**src/rtl/lcd_pkg.sv**
```systemverilog
`default_nettype none
// ============================================================================
// Module : lcd_pkg
// Brief  : HD44780 command/ASCII constants, FSM states and hex-to-ASCII helper.
// Rev    : 1.0
// ============================================================================
package lcd_pkg;

    localparam logic [7:0] FUNC_8B_2L = 8'h38;
    localparam logic [7:0] DISP_ON    = 8'h0C;
    localparam logic [7:0] ENTRY_INC  = 8'h06;
    localparam logic [7:0] CLEAR      = 8'h01;
    localparam logic [7:0] SET_DDRAM  = 8'h80;

    localparam logic [7:0] ASCII_C    = 8'h43;
    localparam logic [7:0] ASCII_E    = 8'h45;
    localparam logic [7:0] ASCII_SP   = 8'h20;

    typedef enum logic [1:0] {
        ST_POR   = 2'd0,
        ST_INIT  = 2'd1,
        ST_IDLE  = 2'd2,
        ST_WRITE = 2'd3
    } lcd_state_t;

    function automatic logic [7:0] nib2ascii(input logic [3:0] nib);
        return (nib < 4'd10) ? (8'h30 + {4'h0, nib}) : (8'h37 + {4'h0, nib});
    endfunction

endpackage
`default_nettype wire

```
**src/rtl/lcd_byte_writer.sv**
```systemverilog
`default_nettype none
// ============================================================================
// Module : lcd_byte_writer
// Brief  : One HD44780 bus transfer: setup, enable pulse, then settle gap.
// Rev    : 1.0
// ============================================================================
module lcd_byte_writer
    import lcd_pkg::*;
#(
    parameter int SETUP_CYC = 2,
    parameter int EN_CYC    = 12,
    parameter int GAP_CYC   = 2000,
    parameter int CLR_CYC   = 82000
) (
    input  logic       clk,
    input  logic       rst_n,
    input  logic       start,
    input  logic       rs,
    input  logic [7:0] din,
    output logic       done,
    output logic       lcd_rs,
    output logic       lcd_en,
    output logic [7:0] lcd_dat
);

    localparam int c_GAP_MAX = (CLR_CYC > GAP_CYC) ? CLR_CYC : GAP_CYC;
    localparam int c_CNT_W   = $clog2(SETUP_CYC + EN_CYC + c_GAP_MAX + 1);
    localparam logic [c_CNT_W-1:0] c_EN_ON    = c_CNT_W'(SETUP_CYC);
    localparam logic [c_CNT_W-1:0] c_EN_OFF   = c_CNT_W'(SETUP_CYC + EN_CYC);
    localparam logic [c_CNT_W-1:0] c_LAST_GAP = c_CNT_W'(SETUP_CYC + EN_CYC + GAP_CYC - 1);
    localparam logic [c_CNT_W-1:0] c_LAST_CLR = c_CNT_W'(SETUP_CYC + EN_CYC + CLR_CYC - 1);

    logic               r_active;
    logic               r_clr;
    logic               r_rs;
    logic               r_en;
    logic [7:0]         r_dat;
    logic [c_CNT_W-1:0] r_cnt;
    logic [c_CNT_W-1:0] w_cnt_nxt;
    logic               w_last;

    assign w_cnt_nxt = r_cnt + 1'b1;
    assign w_last    = r_clr ? (r_cnt == c_LAST_CLR) : (r_cnt == c_LAST_GAP);
    assign done      = r_active && w_last;

    // A new start is only issued on the final gap cycle, so rs/dat never move while enable is high.
    always_ff @(posedge clk or negedge rst_n) begin
        if (!rst_n) begin
            r_active <= 1'b0;
            r_clr    <= 1'b0;
            r_rs     <= 1'b0;
            r_en     <= 1'b0;
            r_dat    <= 8'h00;
            r_cnt    <= '0;
        end else if (start) begin
            r_active <= 1'b1;
            r_clr    <= !rs && (din == CLEAR);
            r_rs     <= rs;
            r_dat    <= din;
            r_cnt    <= '0;
            r_en     <= (SETUP_CYC == 0);
        end else if (r_active) begin
            r_cnt    <= w_cnt_nxt;
            r_en     <= (w_cnt_nxt >= c_EN_ON) && (w_cnt_nxt < c_EN_OFF);
            if (w_last) begin
                r_active <= 1'b0;
            end
        end
    end

    assign lcd_rs  = r_rs;
    assign lcd_en  = r_en;
    assign lcd_dat = r_dat;

endmodule
`default_nettype wire

```
**src/rtl/lcd_hex_display.sv**
```systemverilog
`default_nettype none
// ============================================================================
// Module : lcd_hex_display
// Brief  : 16x2 HD44780 driver showing a status letter and a hex word on one row.
// Rev    : 1.0
// ============================================================================
module lcd_hex_display
    import lcd_pkg::*;
#(
    parameter int DATA_W    = 32,
    parameter int LINE      = 0,
    parameter int POR_CYC   = 750000,
    parameter int SETUP_CYC = 2,
    parameter int EN_CYC    = 12,
    parameter int GAP_CYC   = 2000,
    parameter int CLR_CYC   = 82000
) (
    input  logic              clk,
    input  logic              rst_n,
    input  logic              upd_valid,
    output logic              upd_ready,
    input  logic [DATA_W-1:0] upd_data,
    input  logic              upd_ok,
    output logic              busy,
    output logic              lcd_rs,
    output logic              lcd_rw,
    output logic              lcd_en,
    output logic [7:0]        lcd_dat,
    output logic              lcd_bl_n,
    output logic              lcd_bl_p
);

    localparam int c_POR_W = $clog2(POR_CYC + 1);
    localparam logic [c_POR_W-1:0] c_POR_LAST = c_POR_W'(POR_CYC - 1);
    localparam int         c_NIBS      = DATA_W / 4;
    localparam logic [4:0] c_HEX_END   = 5'(2 + DATA_W / 4);
    localparam logic [7:0] c_DDRAM_CMD = SET_DDRAM | ((LINE != 0) ? 8'h40 : 8'h00);
    localparam logic [4:0] c_INIT_LEN  = 5'd4;
    localparam logic [4:0] c_WRITE_LEN = 5'd17;

    lcd_state_t          r_state;
    lcd_state_t          w_state_nxt;
    logic [c_POR_W-1:0]  r_por_cnt;
    logic [4:0]          r_idx;
    logic [DATA_W-1:0]   r_data;
    logic                r_ok;

    logic                w_start;
    logic                w_rs;
    logic [7:0]          w_byte;
    logic                w_accept;
    logic                w_done;
    logic [7:0]          w_init_byte;
    logic [4:0]          w_col;
    logic [4:0]          w_nib_sel;
    logic [3:0]          w_nib;
    logic [7:0]          w_char;

    always_comb begin
        case (r_idx[1:0])
            2'd1:    w_init_byte = DISP_ON;
            2'd2:    w_init_byte = ENTRY_INC;
            2'd3:    w_init_byte = CLEAR;
            default: w_init_byte = FUNC_8B_2L;
        endcase
    end

    // r_idx counts transfers already issued; in WRITE, index n carries column n-1.
    assign w_col     = r_idx - 5'd1;
    assign w_nib_sel = w_col - 5'd2;

    always_comb begin
        w_nib = 4'h0;
        for (int k = 0; k < c_NIBS; k++) begin
            if (w_nib_sel == 5'(k)) begin
                w_nib = r_data[DATA_W-1-4*k -: 4];
            end
        end
    end

    always_comb begin
        if (w_col == 5'd0) begin
            w_char = r_ok ? ASCII_C : ASCII_E;
        end else if ((w_col >= 5'd2) && (w_col < c_HEX_END)) begin
            w_char = nib2ascii(w_nib);
        end else begin
            w_char = ASCII_SP;
        end
    end

    always_ff @(posedge clk or negedge rst_n) begin
        if (!rst_n) begin
            r_state <= ST_POR;
        end else begin
            r_state <= w_state_nxt;
        end
    end

    // The first byte of each sequence starts on the transition cycle, so the
    // handshake-to-handshake period is exactly 17 transfers plus one cycle.
    always_comb begin
        w_state_nxt = r_state;
        w_start     = 1'b0;
        w_rs        = 1'b0;
        w_byte      = 8'h00;
        w_accept    = 1'b0;
        upd_ready   = 1'b0;
        busy        = 1'b1;
        case (r_state)
            ST_POR: begin
                if (r_por_cnt == c_POR_LAST) begin
                    w_start     = 1'b1;
                    w_byte      = FUNC_8B_2L;
                    w_state_nxt = ST_INIT;
                end
            end
            ST_INIT: begin
                if (w_done) begin
                    if (r_idx == c_INIT_LEN) begin
                        w_state_nxt = ST_IDLE;
                    end else begin
                        w_start = 1'b1;
                        w_byte  = w_init_byte;
                    end
                end
            end
            ST_IDLE: begin
                upd_ready = 1'b1;
                busy      = 1'b0;
                if (upd_valid) begin
                    w_accept    = 1'b1;
                    w_start     = 1'b1;
                    w_byte      = c_DDRAM_CMD;
                    w_state_nxt = ST_WRITE;
                end
            end
            ST_WRITE: begin
                if (w_done) begin
                    if (r_idx == c_WRITE_LEN) begin
                        w_state_nxt = ST_IDLE;
                    end else begin
                        w_start = 1'b1;
                        w_rs    = 1'b1;
                        w_byte  = w_char;
                    end
                end
            end
            default: w_state_nxt = ST_POR;
        endcase
    end

    always_ff @(posedge clk or negedge rst_n) begin
        if (!rst_n) begin
            r_por_cnt <= '0;
            r_idx     <= '0;
            r_data    <= '0;
            r_ok      <= 1'b0;
        end else begin
            if (r_state == ST_POR) begin
                r_por_cnt <= r_por_cnt + 1'b1;
            end
            if (w_start) begin
                r_idx <= ((r_state == ST_POR) || (r_state == ST_IDLE)) ? 5'd1 : r_idx + 5'd1;
            end
            if (w_accept) begin
                r_data <= upd_data;
                r_ok   <= upd_ok;
            end
        end
    end

    lcd_byte_writer #(
        .SETUP_CYC (SETUP_CYC),
        .EN_CYC    (EN_CYC),
        .GAP_CYC   (GAP_CYC),
        .CLR_CYC   (CLR_CYC)
    ) u_writer (
        .clk     (clk),
        .rst_n   (rst_n),
        .start   (w_start),
        .rs      (w_rs),
        .din     (w_byte),
        .done    (w_done),
        .lcd_rs  (lcd_rs),
        .lcd_en  (lcd_en),
        .lcd_dat (lcd_dat)
    );

    assign lcd_rw   = 1'b0;
    assign lcd_bl_n = 1'b0;
    assign lcd_bl_p = 1'b1;

endmodule
`default_nettype wire
```
**config.mk**
```make
export PLATFORM = sky130hd
export DESIGN_NAME = lcd_hex_display
export DESIGN_NICKNAME = d
export VERILOG_FILES = /design/src/rtl/lcd_pkg.sv /design/src/rtl/lcd_byte_writer.sv /design/src/rtl/lcd_hex_display.sv
export SDC_FILE = /design/constraint.sdc
export NUM_CORES = 1
export LEC_CHECK = 0
export ABC_AREA = 0
export CAP_MARGIN = 20
export CORE_UTILIZATION = 35
export DETAILED_ROUTE_END_ITERATION = 8
export PLACE_DENSITY = 0.55
export RECOVER_POWER = 100
export SYNTH_ARGS = -nofsm -noshare
export SYNTH_HDL_FRONTEND = slang
export SYNTH_HIERARCHICAL = 1
export SYNTH_SLANG_ARGS = --single-unit
```
**constraint.sdc**
```tcl
create_clock -name clk -period 5.94 [get_ports clk]
set_input_delay 1.485 -clock clk [delete_from_list [all_inputs] [get_ports clk]]
set_output_delay 1.485 -clock clk [all_outputs]
set_load 0.1 [all_outputs]
```
# After elaboration in Yosys (flattened, before gate mapping)
# Index checks and enable logic that the tools add are counted.
# classes
add_sub_neg	7
eq_ne	25
order_cmp	5
muxes	47
n_reduce_logical	11
# op_table
op	n
8-bit two-way mux	5
17-bit two-way mux	2
4-bit two-way mux	8
8-bit one-hot mux with 4 select lines	1
5-bit by 3-bit equality test with 1-bit output, second input constant	5
7-bit two-way mux	3
20-bit by 1-bit adder with 20-bit output, second input constant	1
20-bit equality test, second input constant	1
6-bit one-hot mux with 3 select lines	1
17-bit by 1-bit adder with 17-bit output, second input constant	1
17-bit by 11-bit equality test with 1-bit output, second input constant	1
17-bit equality test, second input constant	1
17-bit by 2-bit greater-or-equal comparator with 1-bit output, second input constant	1
17-bit by 4-bit < comparator with 1-bit output, second input constant	1
1-bit two-way mux	16
6-bit by 4-bit adder with 7-bit output, first input constant	2
2-bit two-way mux	6
5-bit by 2-bit equality test with 1-bit output, second input constant	2
5-bit logical NOT	2
2-bit equality test, second input constant	4
8-bit by 1-bit equality test with 1-bit output, second input constant	1
2-bit inequality test, second input constant	4
2-bit one-hot mux with 4 select lines	1
6-bit two-way mux	1
other kinds (19)	24
# totals
elab_cells	106
register_bits	89
out_inout_bits	15
in_bits	36

# Logic depth before layout (Yosys ltp)
# Gate-level depths: netlist of run 1.
# logic_depth
ltp_word	20
depth_mapped	17
ltp_nobuf	16

# By module
# Netlist of run 1, hierarchy kept.
# modules_own_cells
mod	seq_area_each_um2	cells_each	n_inst	area_per_inst_um2
lcd_hex_display	1501.4	346	1	3430.8
lcd_byte_writer	725.7	182	1	1752.9

# Least setup slack after synthesis of run 1
# Ideal clock, no wire load.
# synth_path
path_kind	reg2out
start	register r_state[0]
end	output port busy
path_buffers	1
t_required_ps	4455
slack_ps	1572
arrival_ps	2883
stages_incl_launch_ff	4
path_cell_list	dfrtp_1 > buf_2 > nor2b_1 > inv_1
# synth_between
elab_chain_len	2
# synth_rtl
item	line	source
start: declaration	lcd_hex_display.sv:41	lcd_state_t r_state;
start signal: assignment	lcd_hex_display.sv:95	r_state <= w_state_nxt;
2-bit equality test	lcd_hex_display.sv:109	case (r_state)
1-bit two-way mux	lcd_hex_display.sv:109	
end: declaration	lcd_hex_display.sv:24	output logic busy,
# Every way passes these cells.

# Final worst setup path of run 1
# layout_path
start	input port upd_valid
end	register u_writer.r_dat[4], in the netlist u_writer/lcd_dat[4]
# layout_between
elab_chain_len	2
# layout_rtl
item	line	source
start: declaration	lcd_hex_display.sv:20	input logic upd_valid,
1-bit two-way mux	lcd_hex_display.sv:130	if (upd_valid) begin
1-bit one-hot mux with 4 select lines	lcd_hex_display.sv:109	
named net w_start	lcd_hex_display.sv:48	logic w_start;
end signal: assignment	lcd_byte_writer.sv:59	r_dat <= din;
end: declaration	lcd_byte_writer.sv:37	logic [7:0] r_dat;
# The timed path passes the listed nets, and every way through them passes these cells.
# A chain may end at the register's enable or synchronous reset.

==> out/summary.txt, run 1 <==
Outcome = complete, but fails checks
Failing checks = capacitance limit, slew limit
Met1 usage = 23.3%
Layer with the highest usage = met2
Max Cap Viol = 2
Max VDD drop = 0.000156 V
Worst hold slack = 0.470 ns
Max clock buf depth = 2
Per-cell routed wire length = 15.7 um
Final Hold Viols = 0
CP Launch Type = input port
CTS Buf Count = 9
Core footprint = 14,500 um2
Routability cong. = 0.857
DP HPWL = 8.32 mm
Static leakage = 2.68 nW
Tcrit/Tclk final = 79.0%
P&R area growth vs syn = 15.7%
Global Route met2 Usage = 26.1%
Critical path class = input port to register
Clock transition at the registers of the reported paths = 0.06 ns
Yosys cell types = 74
Largest net degree at the start of global routing = 52
Initial antenna violation count = 0
Synthesized area per cell = 9.82 um2
ANT cells = 0
Die Wd = 124 um
Chip height = 124 um
Worst skew pair latency = 0.34 ns
Via count = 3,949
Final setup TNS = 0 ns
Synth Instances = 528
Met3 usage = 4.26%
Prevailing post-synth register cell = dfrtp_1
Buffers on Ports = 47
Asr flop ratio synth = 100%
Initial Utilization = 35.8%
Slowest cell on the critical path = clkbuf_1
CP Capture Type = register
CTS root buf = clkbuf_16
Drt via density = 5.30
Total GRT Usage = 17.1%
Hold buffers post-CTS = 0
Seq/Total Area, Yosys = 43.0%
PD cells = 197 nW/um2
Iteration-0 DRC Markers = 229
Tmin final = 4.69 ns
Reg2Reg Depth = 10
Setup Buffers After CTS = 0
CP arrival = 4.92 ns
Tightest Pin Transition = 2.24 ns
Final Core Density = 41.4%
Max stage delay on crit path = 1.22 ns
Crit path cell chain = clkdlybuf4s50_1 -> nand2_1 -> clkbuf_1 -> a41o_1 -> inv_1 -> clkbuf_1 -> mux2_2
DRT Wirelength = 11.7 mm
CP most frequent cell = clkbuf_1
Die area = 15,300 um2
Largest fanout on the critical path = 31
Worst path required time = 6.17 ns
Post-cts gate resize count = 0
Vias in the first global route = 3,876
Footprint of the multi-input gates = 2700 um2
Fill cell count = 1,414
Share of cells above drive strength 1 = 13.0%
Final setup fails = 0
CTS tree = done
FMAX = 213 MHz
RSZ-0062 raised after global routing = no
# DRC = 0
YS warnings = 6
Post-route ant nets = 0
Worst hold stages = 1
Hold Crit Class = register to register
Slew Limit Fails = 72
Drt pass-1 iters = 5
First-pass GRT wire length = 19.9 mm
Rows = 44
I/O pin count = 51
Grt ovf = 0
Max-slew headroom at the worst pin = -49.5%
Post-synthesis cell area = 5180 um2
#FFs+latches synth = 89
EDFF count, synth = 0
Clk_skew = 0.00558 ns
Sink Count = 89
Fin nets = 606
H-Tree Depth = 3
Register area = 2230 um2
path summary, 6_finish.rpt:
check                                   start                  end  slack [ns]
max                                 upd_valid  u_writer/lcd_dat[4]        1.25
min                             r_por_cnt[17]        r_por_cnt[17]        0.47
max reg2reg                u_writer/r_cnt[13]  u_writer/lcd_dat[4]        1.64
min reg2reg                     r_por_cnt[17]        r_por_cnt[17]        0.47
max in group asynchronous               rst_n             r_idx[2]        1.93
min in group asynchronous               rst_n                 r_ok        1.80
cell type report:
class | instances | area share, %
Clock buffer | 12 | 4.28
Clock inverter | 2 | 0.250
Inverter | 25 | 1.56
Multi-Input combinational cell | 383 | 45.0
Sequential cell | 89 | 37.1
Tap cell | 184 | 3.84
Timing Repair Buffer | 50 | 7.95
synthesized netlist by cell type (3+ instances only):
cell type	instances	area share, %
a2111oi_0	3	0.51
a211oi_1	3	0.43
a21o_1	4	0.58
a21oi_1	22	2.1
and2_1	4	0.48
and3_1	3	0.36
buf_2	9	0.87
buf_4	4	0.58
buf_6	3	0.65
clkbuf_1	15	1.1
dfrtp_1	89	43
ha_1	12	2.9
inv_1	24	1.7
mux2_2	38	8.3
nand2_1	50	3.6
nand3_1	19	1.8
nand3b_1	5	0.72
nand4_1	14	1.7
nor2_1	43	3.1
nor2b_1	9	1.1
nor3_1	8	0.77
nor3b_1	9	1.3
nor4_1	8	0.97
o21ai_0	16	1.5
o22ai_1	4	0.48
o31ai_1	3	0.43
or3_1	4	0.48
xnor2_1	23	3.9
xor2_1	17	2.9
registers in the layout, indices dropped and copies added, names as in the netlist:
signal and count:
r_data 32, r_por_cnt 20, u_writer/r_cnt 17, u_writer/lcd_dat 8, r_idx 5, r_state 2, r_ok 1, u_writer/lcd_en 1
u_writer/lcd_rs 1, u_writer/r_active 1, u_writer/r_clr 1
stage by stage:
stage / std cells / setup slack (ns) / power [mW] / area (um2)
2_1_floorplan: 529 / 1.57 / 0.628 / 5190
3_3_place_gp: 731 / 2.04 / 0.663 / 5740
3_5_place_dp: 731 / 1.98 / 0.663 / 5740
4_1_cts: 745 / 2.12 / 1.20 / 6010
5_1_grt: 745 / 0.936 / 1.23 / 6000
6_report: 745 / 1.25 / 1.18 / 6000
metal layers:
metal | up-vias | share of wire [%]
met3 | 11 | 5.1
met1 | 1916 | 48
met2 | 105 | 45
li1 | 1917 | -
met4 | 0 | 1.9
met5 | - | 0
worst max-delay path, delay by kind of cell:
| kind | cells | cell delay [ns] |
|---|---|---|
| AND/OR/NAND/NOR | 1 | 0.08 |
| buffers and inverters | 4 | 2.44 |
| AO/OA/AOI/OAI | 1 | 0.49 |
| multiplexers | 1 | 0.42 |
report_power, final:
part	leakage, nW	internal [mW]	switching [mW]	total, mW
Sequential	1.18	0.606	0	0.606
Combinational	1.37	0.0199	0.0239	0.0438
Clock	0.127	0.302	0.230	0.532
cells by family after synthesis:
group           Yosys count  share of synthesized area, %
other cells               2                         0.145
compound gates           88                          12.0
xor+xnor                 41                          7.07
buf+inv                  57                          5.07
simple gates            198                          20.8
fa+ha+maj                12                          2.90
flops                    89                          43.0
mux                      41                          9.08
placed cells by master (no fill, tap or decap), types with 3 or more instances in the layout:
cell              n
nor3_1            8
dfrtp_1          89
nand2_1          50
dlygate4sd3_1    12
ha_1             12
nand3b_1          5
nor4_1            8
and3_1            3
and2_1            4
a2111oi_0         3
nand3_1          19
or3_1             4
nor3b_1           9
conb_1            3
clkbuf_1          4
a211oi_1          3
clkbuf_16         9
xor2_1           17
xnor2_1          23
inv_1            24
o21ai_0          16
o22ai_1           4
nor2_1           43
mux2_2           38
a21o_1            4
a21oi_1          22
nor2b_1           9
o31ai_1           3
clkdlybuf4s50_1  34
nand4_1          14
(Power assumes the default switching activity.)
==> run 2: changes to the inputs <==
==> constraint.sdc (replaced) <==
create_clock -name clk -period 4.76 [get_ports clk]
set_input_delay 1.19 -clock clk [delete_from_list [all_inputs] [get_ports clk]]
set_output_delay 1.19 -clock clk [all_outputs]
set_load 0.1 [all_outputs]
==> out/summary.txt, run 2 (synthesis gave the netlist of run 1 again) <==
Max Cap Viol = 2
Register area = 2230 um2
Total GRT Usage = 16.4%
CTS root buf = clkbuf_16
Grt ovf = 0
Hold Crit Class = register to register
Vias in the first global route = 3,836
Max reg flops = 32
I/O pin count = 51
RSZ-0062 raised after global routing = no
Max-slew headroom at the worst pin = -14.1%
DP HPWL = 8.20 mm
ANT cells = 0
Footprint of the multi-input gates = 2690 um2
Routability cong. = 0.806
Fill cell count = 1,394
Per-cell routed wire length = 15.5 um
Outcome = complete, but fails checks
CP Capture Type = register
Final setup TNS = 0 ns
Die area = 15,300 um2
CP Launch Type = input port
Tightest Pin Transition = 1.71 ns
First-pass GRT wire length = 19.4 mm
Post-route ant nets = 0
Hold buffers post-CTS = 0
# DRC = 0
CTS Buf Count = 9
H-Tree Depth = 3
Commonest non-fill, non-tap cell in the layout = dfrtp_1
Share of cells above drive strength 1 = 13.0%
Largest registers = r_data x32, r_por_cnt x20, u_writer/r_cnt x17
Failing checks = capacitance limit, slew limit
Final setup fails = 0
Overall Power = 1.55 mW
Worst skew pair latency = 0.34 ns
Top layer in use = met4
Largest fanout on the critical path = 30
Sink Count = 89
Max clock buf depth = 2
Initial Utilization = 35.8%
Initial antenna violation count = 0
Chip height = 124 um
Iteration-0 DRC Markers = 232
Static leakage = 2.70 nW
Max VDD drop = 0.000184 V
Drt pass-1 iters = 4
Final Hold Viols = 0
CP arrival = 4.38 ns
CTS tree = done
Met2 wire length = 5.05 mm
Via count = 3,900
Tcrit/Tclk final = 86.6%
Drt via density = 5.23
Top reg by flops = r_data
Core footprint = 14,500 um2
P&R area growth vs syn = 16.3%
Most frequent cells in the layout = dfrtp_1 (89), nand2_1 (50), nor2_1 (43)
Clk_skew = 0.00598 ns
Clock transition at the registers of the reported paths = 0.06 ns
Met1 WL = 5.91 mm
DRT Wirelength = 11.6 mm
Setup Buffers After CTS = 0
Tmin final = 4.12 ns
Rows = 44
Largest net degree at the start of global routing = 64
FMAX = 243 MHz
Critical path class = input port to register
Die Wd = 124 um
Worst path required time = 5.02 ns
Post-cts gate resize count = 0
Slew Limit Fails = 95
PD cells = 257 nW/um2
Routed wl met3 = 512 um
Fin nets = 607
Buffers on Ports = 47
[run 2: cell types whose count changed in the layout (fill, tap and decap cells not counted)]
cell	change
o21ai_1	-1
a221oi_2	-1
o21ai_0	+1
a221oi_1	+1
clkinvlp_4	-1
clkbuf_8	+1
bufinv_16	+1
[run 2: final timing paths]
check / from / endpoint / slack [ns] / depth (start not counted)
max: upd_valid / u_writer/r_clr / 0.64 / 7
min: r_por_cnt[19] / r_por_cnt[19] / 0.47 / 1
max reg2reg: r_idx[0] / u_writer/r_clr / 1.01 / 12
min reg2reg: r_por_cnt[19] / r_por_cnt[19] / 0.47 / 1
max in group asynchronous: rst_n / r_data[24] / 1.46 / 2
min in group asynchronous: rst_n / r_idx[2] / 1.28 / 1
[run 2: where the power goes]
part	switching, mW	total [mW]	leakage (nW)	internal [mW]
Sequential	0	0.756	1.18	0.756
Clock	0.293	0.737	0.147	0.444
Combinational	0.0294	0.0543	1.37	0.0248
[run 2: layout make-up]
class                   instances  share of cell area [%]
clock inverters                 2                   0.623
clock buffers                  12                    4.42
inverters                      25                    1.56
well taps                     184                    3.82
multi-input cells             383                    44.7
repair buffers                 51                    7.97
flip-flops and latches         89                    37.0
[run 2: critical path, cell delays in order]
cell and delay, ns:
clkdlybuf4s50_1 0.43, nand2_1 0.11, clkbuf_1 1.24, clkinv_1 0.69, nor4_1 0.46, nand4_1 0.12, o21ai_0 0.11
[run 2: metrics by stage]
stage / hold slack [ns] / cell area [um2] / util, % / std cells / setup WS [ns]
2_1_floorplan: 0.441 / 5190 / - / 529 / 0.687
3_3_place_gp: 0.457 / 5750 / 39.7 / 732 / 1.18
3_5_place_dp: 0.466 / 5750 / 39.7 / 732 / 1.04
4_1_cts: 0.473 / 6050 / 41.8 / 746 / 0.998
5_1_grt: 0.486 / 6030 / 41.6 / 746 / 0.369
6_report: 0.474 / 6030 / 41.6 / 746 / 0.638
[run 2: per-layer routing]
metal / vias to the layer above / global-route usage (%)
met1: 1889 / 23.2
met2: 76 / 24.8
met5: - / 0
li1: 1925 / -
met3: 10 / 4.30
met4: 0 / 4.07
==> run 3: changes to the inputs <==
==> constraint.sdc (replaced) <==
create_clock -name clk -period 4.45 [get_ports clk]
set_input_delay 1.1125 -clock clk [delete_from_list [all_inputs] [get_ports clk]]
set_output_delay 1.1125 -clock clk [all_outputs]
set_load 0.1 [all_outputs]
==> out/summary.txt, run 3 (synthesis gave the netlist of run 1 again) <==
Outcome = complete, but fails checks
Failing checks = capacitance limit, slew limit
Static leakage = 2.70 nW
Post-route ant nets = 0
ANT cells = 0
Final setup fails = 0
Die Wd = 124 um
RSZ-0062 raised after global routing = no
Via count = 3,976
Core footprint = 14,500 um2
Worst path required time = 4.71 ns
Tmin final = 3.99 ns
First-pass GRT wire length = 19.6 mm
# DRC = 0
Drt pass-1 iters = 4
Max reg flops = 32
Tightest Pin Transition = 2.00 ns
Hold Crit Class = register to register
Commonest non-fill, non-tap cell in the layout = dfrtp_1
DRT Wirelength = 11.7 mm
Max VDD drop = 0.000196 V
Max clock buf depth = 2
Sink Count = 89
Share of cells above drive strength 1 = 12.9%
PD cells = 279 nW/um2
CTS Buf Count = 9
Most frequent cells in the layout = dfrtp_1 (89), nand2_1 (50), nor2_1 (43)
Total GRT Usage = 16.8%
Final Core Density = 41.7%
DP HPWL = 8.36 mm
Worst slack, placed = 0.646 ns
P&R area growth vs syn = 16.5%
CP Launch Type = input port
Max-slew headroom at the worst pin = -33.2%
Initial Utilization = 35.8%
Vias in the first global route = 3,867
Per-cell routed wire length = 15.6 um
CTS root buf = clkbuf_16
CP Capture Type = register
Buffers on Ports = 47
Iteration-0 DRC Markers = 191
Setup Buffers After CTS = 0
Slew Limit Fails = 68
I/O pin count = 51
Footprint of the multi-input gates = 2690 um2
H-Tree Depth = 3
Largest net degree at the start of global routing = 77
Final setup TNS = 0 ns
Clock transition at the registers of the reported paths = 0.06 ns
Die area = 15,300 um2
Largest fanout on the critical path = 30
Fin nets = 608
Chip height = 124 um
Tcrit/Tclk final = 89.6%
FMAX = 251 MHz
Largest registers = r_data x32, r_por_cnt x20, u_writer/r_cnt x17
Worst skew pair latency = 0.35 ns
Routability cong. = 0.778
Worst setup margin = 0.463 ns
Grt ovf = 0
Top reg by flops = r_data
Register area = 2230 um2
Hold buffers post-CTS = 0
Max Cap Viol = 2
CTS tree = done
Initial antenna violation count = 0
Post-cts gate resize count = 0
Final Hold Viols = 0
CP arrival = 4.25 ns
Critical path class = input port to register
Rows = 44
Clk_skew = 0.00716 ns
Drt via density = 5.31
Fill cell count = 1,408
run 3: cell types whose count changed in the layout (fill, tap and decap cells not counted), sizes merged:
cell and change:
clkinv +1, clkinvlp +1, bufinv +1
run 3: final timing paths:
path	cells after the start	slack [ns]	to	start
max in group asynchronous	2	1.19	r_por_cnt[8]	rst_n
worst max register to register	12	0.59	u_writer/r_clr	r_idx[0]
worst max-delay path	7	0.46	u_writer/r_clr	upd_valid
worst min-delay path	1	0.47	r_por_cnt[17]	r_por_cnt[17]
worst min register to register	1	0.47	r_por_cnt[17]	r_por_cnt[17]
min in group asynchronous	1	1.33	u_writer/r_cnt[2]	rst_n
run 3: through the flow:
step,instance area [um2],power (mW),hold WS (ns),std cells
floorplan,5190,0.838,0.441,529
global placement,5750,0.884,0.458,732
detailed placement,5750,0.885,0.457,732
CTS,6060,1.71,0.469,748
global route,6040,1.75,0.486,749
finish,6040,1.68,0.467,749
run 3: critical path: stages:
cell and delay (ns):
clkdlybuf4s50_1 0.43, nand2_1 0.11, clkbuf_1 1.19, clkinv_1 0.66, nor4_1 0.47, nand4_1 0.13
o21ai_0 0.12
run 3: cell type report:
cell class	instances	area share, %
inverter	25	1.55
timing repair buffer	52	8.02
sequential	89	36.9
clock buffer	11	3.85
clock inverter	5	1.33
multi-input combinational	383	44.6
tap	184	3.81
run 3: per-layer routing:
layer / GRT usage [%] / up-vias / wire length, um
li1: - / 1936 / -
met3: 3.11 / 12 / 380
met1: 23.2 / 1948 / 5750
met2: 25.3 / 80 / 5410
met4: 7.91 / 0 / 167
met5: 0 / - / 0
run 3: where the power goes:
part / switching (mW) / internal [mW] / total (mW)
Sequential: 0 / 0.809 / 0.809
Clock: 0.323 / 0.492 / 0.814
Combinational: 0.0320 / 0.0268 / 0.0587
